<file path="config.mk">
export PLATFORM = sky130hd
export DESIGN_NAME = avalon_pio_in_edge
export DESIGN_NICKNAME = d
export VERILOG_FILES = /design/src/rtl/avalon_pio_in_edge.sv
export SDC_FILE = /design/constraint.sdc
export NUM_CORES = 1
export LEC_CHECK = 0
export BUFFER_PORTS_ARGS = -buffer_cell sky130_fd_sc_hd__buf_4
export CORE_MARGIN = 5
export CORE_UTILIZATION = 35
export CTS_CLUSTER_SIZE = 12
export DETAILED_ROUTE_END_ITERATION = 7
export HOLD_SLACK_MARGIN = 0.02
export PLACE_DENSITY_LB_ADDON = 0.05
export SYNTH_ARGS = -nofsm -noshare
export SYNTH_HDL_FRONTEND = slang
export SYNTH_SLANG_ARGS = --single-unit
</file>
<file path="constraint.sdc">
create_clock -name clk -period 2.5 [get_ports clk]
set_input_delay 0.375 -clock clk [delete_from_list [all_inputs] [get_ports clk]]
set_output_delay 0.375 -clock clk [all_outputs]
set_load 0.1 [all_outputs]
</file>
<file path="src/rtl/avalon_pio_in_edge.sv">
// Avalon-MM input PIO: synchronises in_port, latches edges into a W1C register and raises a
// maskable level irq. Define AVALON_PIO_IN_DEBOUNCE_EN to add per-bit debounce counters.
module avalon_pio_in_edge #(
   parameter int unsigned      WIDTH           = 4,
   parameter int unsigned      EDGE_TYPE       = 1,
   parameter logic [WIDTH-1:0] RESET_VALUE     = WIDTH'(4'hF),
   parameter int unsigned      DEBOUNCE_CYCLES = 50000
) (
   input  logic             clk,
   input  logic             reset_n,
   input  logic [2:0]       address,
   input  logic             chipselect,
   input  logic             read_n,
   input  logic             write_n,
   input  logic [31:0]      writedata,
   output logic [31:0]      readdata,
   input  logic [WIDTH-1:0] in_port,
   output logic             irq
);

   logic [WIDTH-1:0] sync1_q, sync2_q, prev_q, irqmask_q, irqmask_d;
   logic [WIDTH-1:0] edgecapture_q, edgecapture_d;
   logic [31:0]      readdata_q, readdata_d;
   logic [WIDTH-1:0] val, rise, fall, edge_det, clr;
   logic             wr_en, rd_en;

`ifdef AVALON_PIO_IN_DEBOUNCE_EN
   localparam int unsigned CntW = $clog2(DEBOUNCE_CYCLES + 1);

   logic [WIDTH-1:0] deb_q, deb_d;
   logic [CntW-1:0]  cnt_q [WIDTH];
   logic [CntW-1:0]  cnt_d [WIDTH];

   // A bit only follows sync2 after it has disagreed for DEBOUNCE_CYCLES consecutive cycles.
   always_comb begin
      deb_d = deb_q;
      cnt_d = cnt_q;
      for (int unsigned i = 0; i < WIDTH; i++) begin
         if (sync2_q[i] != deb_q[i]) begin
            if (cnt_q[i] == CntW'(DEBOUNCE_CYCLES - 1)) begin
               deb_d[i] = sync2_q[i];
               cnt_d[i] = '0;
            end else begin
               cnt_d[i] = cnt_q[i] + 1'b1;
            end
         end else begin
            cnt_d[i] = '0;
         end
      end
   end

   always_ff @(posedge clk or negedge reset_n) begin
      if (!reset_n) begin
         deb_q <= RESET_VALUE;
         cnt_q <= '{default: '0};
      end else begin
         deb_q <= deb_d;
         cnt_q <= cnt_d;
      end
   end

   assign val = deb_q;
`else
   logic unused_debounce_cfg;
   assign unused_debounce_cfg = ^DEBOUNCE_CYCLES;
   assign val = sync2_q;
`endif

   always_comb begin
      rise  = val & ~prev_q;
      fall  = ~val & prev_q;
      case (EDGE_TYPE)
         0:       edge_det = rise;
         1:       edge_det = fall;
         default: edge_det = rise | fall;
      endcase

      wr_en = chipselect & ~write_n;
      rd_en = chipselect & ~read_n;

      irqmask_d = irqmask_q;
      if (wr_en && address == 3'd2) irqmask_d = writedata[WIDTH-1:0];

      // A new edge overrides a simultaneous clear of the same bit.
      clr           = (wr_en && address == 3'd3) ? writedata[WIDTH-1:0] : '0;
      edgecapture_d = (edgecapture_q & ~clr) | edge_det;

      readdata_d = readdata_q;
      if (rd_en) begin
         case (address)
            3'd0:    readdata_d = 32'(val);
            3'd2:    readdata_d = 32'(irqmask_q);
            3'd3:    readdata_d = 32'(edgecapture_q);
            default: readdata_d = '0;
         endcase
      end
   end

   always_ff @(posedge clk or negedge reset_n) begin
      if (!reset_n) begin
         sync1_q       <= RESET_VALUE;
         sync2_q       <= RESET_VALUE;
         prev_q        <= RESET_VALUE;
         irqmask_q     <= '0;
         edgecapture_q <= '0;
         readdata_q    <= '0;
      end else begin
         sync1_q       <= in_port;
         sync2_q       <= sync1_q;
         prev_q        <= val;
         irqmask_q     <= irqmask_d;
         edgecapture_q <= edgecapture_d;
         readdata_q    <= readdata_d;
      end
   end

   assign readdata = readdata_q;
   assign irq      = |(edgecapture_q & irqmask_q);

endmodule
</file>
==> out/summary.txt, run 1 <==
status: finished clean
Critical Path RT: 2120 ps
Max Used Layer: met4
Final ANT Viol Nets: 0
Fmax: 0.607 GHz
Min-Delay Startpoint: in_port[1]
Leak: 0.629 nW
CP Capture Type: output pin
CTS H-tree depth: 1
die area: 4520 um^2
clock buffer count from CTS: 3
GR Overflow Total: 0
Synth area leader: dfstp_2
Final #Nets: 166
Synth-to-Final Area Change: 13.2%
DRC: 0
row count: 20
setup TNS: 0 ps
vias: 670
critical path arrival: 1270 ps
total length of routed met3 wires: 211 um
worst-case clock buffer depth: 2
Yosys reg bits: 24
final hold viol count: 0
# IOs: 77
Total Routed Length: 1.95 mm
Hold WS: 146 ps
Die Span Y: 67.3 um
initial antenna violation count: 0
top post-synthesis cells by area: dfstp_2 27%, dfrtp_1 26%, buf_4 18%, o21ai_0 5.2%, mux2_4 5.2%
I/O Buffers: 20
most common cell after layout, fill and taps aside: conb_1
Slew Viols, Final: 0
fin crit period: 1650 ps
first drt pass iteration count: 4
mean post-synth cell area: 11.6 um^2
ant diodes: 0
Synth Warn #: 0
Initial Util: 37.0%
RR Startpoint: sync2_q[0]
CTS tree: done
# setup viols final: 0
most frequent cells in the layout: 28 x conb_1, 20 x buf_4, 12 x o21ai_0, 12 x dfrtp_1, 12 x dfstp_2
Mapped Cells: 99
Initial DRC Count: 29
layout cells sized above 1: 34.7%
Clock Sinks: 24
vias in the first global route: 612
RD Place Congestion: 0.702
drt via density: 4.06
CP max FO: 3
largest net degree at the start of global routing: 25
clk_skew: 10.9 ps
Skew-Pair Late Insertion Delay: 320 ps
MaxCap Viol Count: 0
RSZ-0062 raised after global routing: false
Hold/Removal Path Class: input port to flip-flop
distinct cell type count after synthesis: 17
Wirelength per Cell: 11.8 um
GRT Resource Usage Total: 8.79%
global-route wire length before repair: 2.89 mm
Tcrit/Tclk final: 65.9%
critical path class: flip-flop to output pin
Setup Buffers After CTS: 0
Pwr Density: 850 nW/um^2
VDD IR-drop max: 0.000310 V
core area: 3100 um^2
Syn Std Cell Area: 1150 um^2
Setup crit start: irqmask_q[3]
CP startpoint kind: flip-flop
area share of the largest cell type after synthesis: 27.5%
clock root cell: clkbuf_4
met1 wire length: 807 um
DP HPWL: 1.51 mm
wire length on met2: 913 um
CTS clk-pin slew, worst paths: 140 ps
sequential area share after synthesis: 53.7%
Die Wd: 67.3 um
routing by layer:
layer	track usage, %	vias up
met5	0	-
li1	-	322
met4	4.56	0
met1	11.1	306
met3	2.50	2
met2	13.6	40
registers in the layout, summed over array words and instances, names as in the netlist:
signal	flops
edgecapture_q	4
irqmask_q	4
prev_q	4
readdata	4
sync1_q	4
sync2_q	4
through the flow:
stage	area [um^2]	total power [W]	std cells	worst slack, ps	util (%)
finish	1300	0.00110	165	852	41.9
global route	1300	0.00116	165	748	41.9
CTS	1300	0.00112	165	806	41.9
detailed placement	1240	0.000833	160	678	39.8
global placement	1240	0.000830	160	682	39.8
floorplan	1250	0.000803	126	869	-
worst max-delay path, stage by stage, from the launching register on:
cell	delay, ps
dfrtp_1	420
a22oi_1	200
nand2_1	90
buf_4	240
synthesized netlist by cell type:
library cell,instances
conb_1,1
nor3_1,1
mux2_4,4
or2b_1,1
dfstp_2,12
nand3_1,8
a22o_1,4
nand2_1,1
buf_4,28
mux2i_1,4
inv_1,4
nor2b_1,1
a22oi_1,2
or3b_4,2
dfrtp_1,12
clkbuf_1,2
o21ai_0,12
final cells by class:
cell class / instances / area (um^2)
fill: 317 / 1800
sequential: 24 / 616
multi-input combinational: 68 / 400
timing repair buffer: 21 / 160
tap: 44 / 55.1
clock inverter: 1 / 30.0
clock buffer: 3 / 22.5
inverter: 4 / 15.0
what timing repair did:
| item | in CTS | in global routing |
|---|---|---|
| gates resized for setup | 0 | 0 |
| hold buffers | 1 | 0 |
| hold endpoints to repair | 12 | 0 |
report_power, final:
part	leakage [nW]	internal, W	switching (W)	total (W)
Combinational	0.335	0.0000711	0.000303	0.000374
Sequential	0.265	0.000429	0.0000215	0.000451
Clock	0.0279	0.000162	0.000117	0.000279
logic make-up after synthesis:
kind of cell | synth area share [%]
AND/OR/NAND/NOR | 7.42
flip-flops | 53.7
other | 0.327
AO/OA/AOI/OAI | 9.60
buffers and inverters | 20.3
multiplexers | 8.72
final timing paths:
| check | to | slack [ps] | depth (start not counted) |
|---|---|---|---|
| min in group asynchronous | readdata[3] | 470 | 2 |
| worst max-delay path | irq | 850 | 3 |
| worst min-delay path | sync1_q[1] | 150 | 1 |
| max in group asynchronous | prev_q[2] | 1730 | 2 |
| worst max register to register | readdata[0] | 1490 | 3 |
| worst min register to register | sync2_q[2] | 360 | 0 |
Power figures use the tool's default switching activity.
==> run 2: changes to the inputs <==
==> constraint.sdc (replaced) <==
create_clock -name clk -period 1.7 [get_ports clk]
set_input_delay 0.255 -clock clk [delete_from_list [all_inputs] [get_ports clk]]
set_output_delay 0.255 -clock clk [all_outputs]
set_load 0.1 [all_outputs]
==> run 2 against run 1 <==
Compared with the run above:
- sequential share of layout area down 1.1 points
- first-iteration DRC count down 17%
- worst hold slack better by 28 ps
- combinational power up 50%
- clock power up 6%
- register-to-register slack worse by 790 ps
- setup slack worse by 690 ps
==> out/summary.txt, run 2 (synthesis results as in run 1) <==
status: finished clean
die area: 4520 um^2 (unchanged)
I/O Buffers: 20 (unchanged)
Fmax: 0.650 GHz
row count: 20 (unchanged)
sequential power share: 43.6% (+2.8 points)
layout cells sized above 1: 34.1% (-0.58 points)
Clock Sinks: 24 (unchanged)
fin crit period: 1540 ps
global-route wire length before repair: 2.98 mm (+3.1%)
Tcrit/Tclk final: 90.6%
RSZ-0062 raised after global routing: false
GR Overflow Total: 0 (unchanged)
# setup viols final: 0 (unchanged)
Switch Pwr: 0.000646 W (+46%)
final hold viol count: 0 (unchanged)
CTS tree: done
first drt pass iteration count: 4 (unchanged)
Skew-Pair Late Insertion Delay: 310 ps (about the same)
vias: 688 (+2.7%)
clock buffer count from CTS: 3 (unchanged)
CP max FO: 3 (unchanged)
setup TNS: 0 ps (unchanged)
Pwr Density: 1140 nW/um^2 (+34%)
DP HPWL: 1.50 mm (-0.31%)
Die Wd: 67.3 um (unchanged)
Internal: 0.000874 W (+32%)
critical path arrival: 1280 ps (about the same)
Hold WS: 174 ps (+28.1 ps)
initial antenna violation count: 0 (unchanged)
Initial DRC Count: 24 (-17%)
most common cell after layout, fill and taps aside: conb_1
worst-case clock buffer depth: 2 (unchanged)
Final #Nets: 171 (+3.0%)
Final ANT Viol Nets: 0 (unchanged)
combinational power share: 36.8% (+2.9 points)
Slew Viols, Final: 0 (unchanged)
CP startpoint kind: flip-flop
# IOs: 77 (unchanged)
Clk network pwr share: 19.6% (-5.7 points)
DP Area: 1240 um^2 (+0.61%)
Leak: 0.643 nW (+2.2%)
core area: 3100 um^2 (unchanged)
GRT Resource Usage Total: 8.97% (+0.18 points)
Setup Buffers After CTS: 0 (unchanged)
clock root cell: clkbuf_4
switch share: 42.5% (+2.5 points)
ant diodes: 0 (unchanged)
CTS clk-pin slew, worst paths: 130 ps (about the same)
Die Span Y: 67.3 um (unchanged)
VDD IR-drop max: 0.000543 V (+75%)
Wirelength per Cell: 11.7 um (-1.0%)
DRC: 0 (unchanged)
Critical Path RT: 1440 ps (-680 ps)
Synth-to-Final Area Change: 15.9%
RD Place Congestion: 0.711 (+1.3%)
most frequent cells in the layout: 28 x conb_1, 21 x buf_4, 12 x o21ai_0, 12 x dfrtp_1, 12 x dfstp_2
critical path class: flip-flop to output pin
CP Capture Type: output pin
MaxCap Viol Count: 0 (unchanged)
clk_skew: 9.89 ps (-0.994 ps)
drt via density: 4.05 (-0.33%)
Initial Util: 37.0% (unchanged)
Hold/Removal Path Class: input port to flip-flop
CTS H-tree depth: 1 (unchanged)
Total Routed Length: 1.99 mm (+2.0%)
fin area: 1330 um^2 (+2.4%)
vias in the first global route: 643 (+5.1%)
largest net degree at the start of global routing: 25 (unchanged)
## run 2: layout make-up
type | instances | area [um^2]
repair buffers | 26 | 208
well taps | 44 | 55.1
multi-input cells | 68 | 400
inverters | 4 | 15.0
flip-flops and latches | 24 | 616
clock buffers | 4 | 36.3
fillers | 324 | 1770
## run 2: through the flow
stage	cells	setup slack (ps)	total power, W	utilization, %
after floorplan	126	189	0.00118	-
after global placement	161	45.1	0.00122	40.1
after detailed placement	161	37.5	0.00123	40.1
after CTS	169	122	0.00154	42.5
after global routing	170	44.0	0.00159	42.9
final	170	161	0.00152	42.9
## run 2: power by group through the flow
stage                     sequential (W)  combinational (W)  clock, W
after floorplan                 0.000731           0.000449         0
after global placement          0.000672           0.000549         0
after detailed placement        0.000673           0.000553         0
after CTS                       0.000664           0.000560  0.000318
after global routing            0.000671           0.000584  0.000337
final                           0.000663           0.000560  0.000297
## run 2: per-layer routing
metal	global-route usage [%]	vias up	part of all wire, %
li1	-	333	-
met1	11.2	321	43
met2	14.0	32	46
met3	2.66	2	9.9
met4	4.56	0	0.81
met5	0	-	0
## run 2: path summary, 6_finish.rpt
path / slack, ps / cells after the start / to / start
max: 160 / 3 / irq / irqmask_q[3]
min: 170 / 2 / irqmask_q[3] / writedata[3]
max reg2reg: 700 / 3 / readdata[1] / sync2_q[1]
min reg2reg: 360 / 0 / sync2_q[2] / sync1_q[2]
max in group asynchronous: 1030 / 2 / prev_q[1] / reset_n
min in group asynchronous: 370 / 2 / readdata[3] / reset_n
## run 2: critical path, cell delays in order (launching register included)
cell     delay, ps
dfrtp_1        430
a22oi_1        210
nand2_1         90
buf_4          240
## run 2: repair_timing
item / CTS / global route
hold buffers: 4 / 1
resized for setup: 0 / 0
setup endpoints to repair: 0 / 0
hold endpoints to repair: 15 / 1
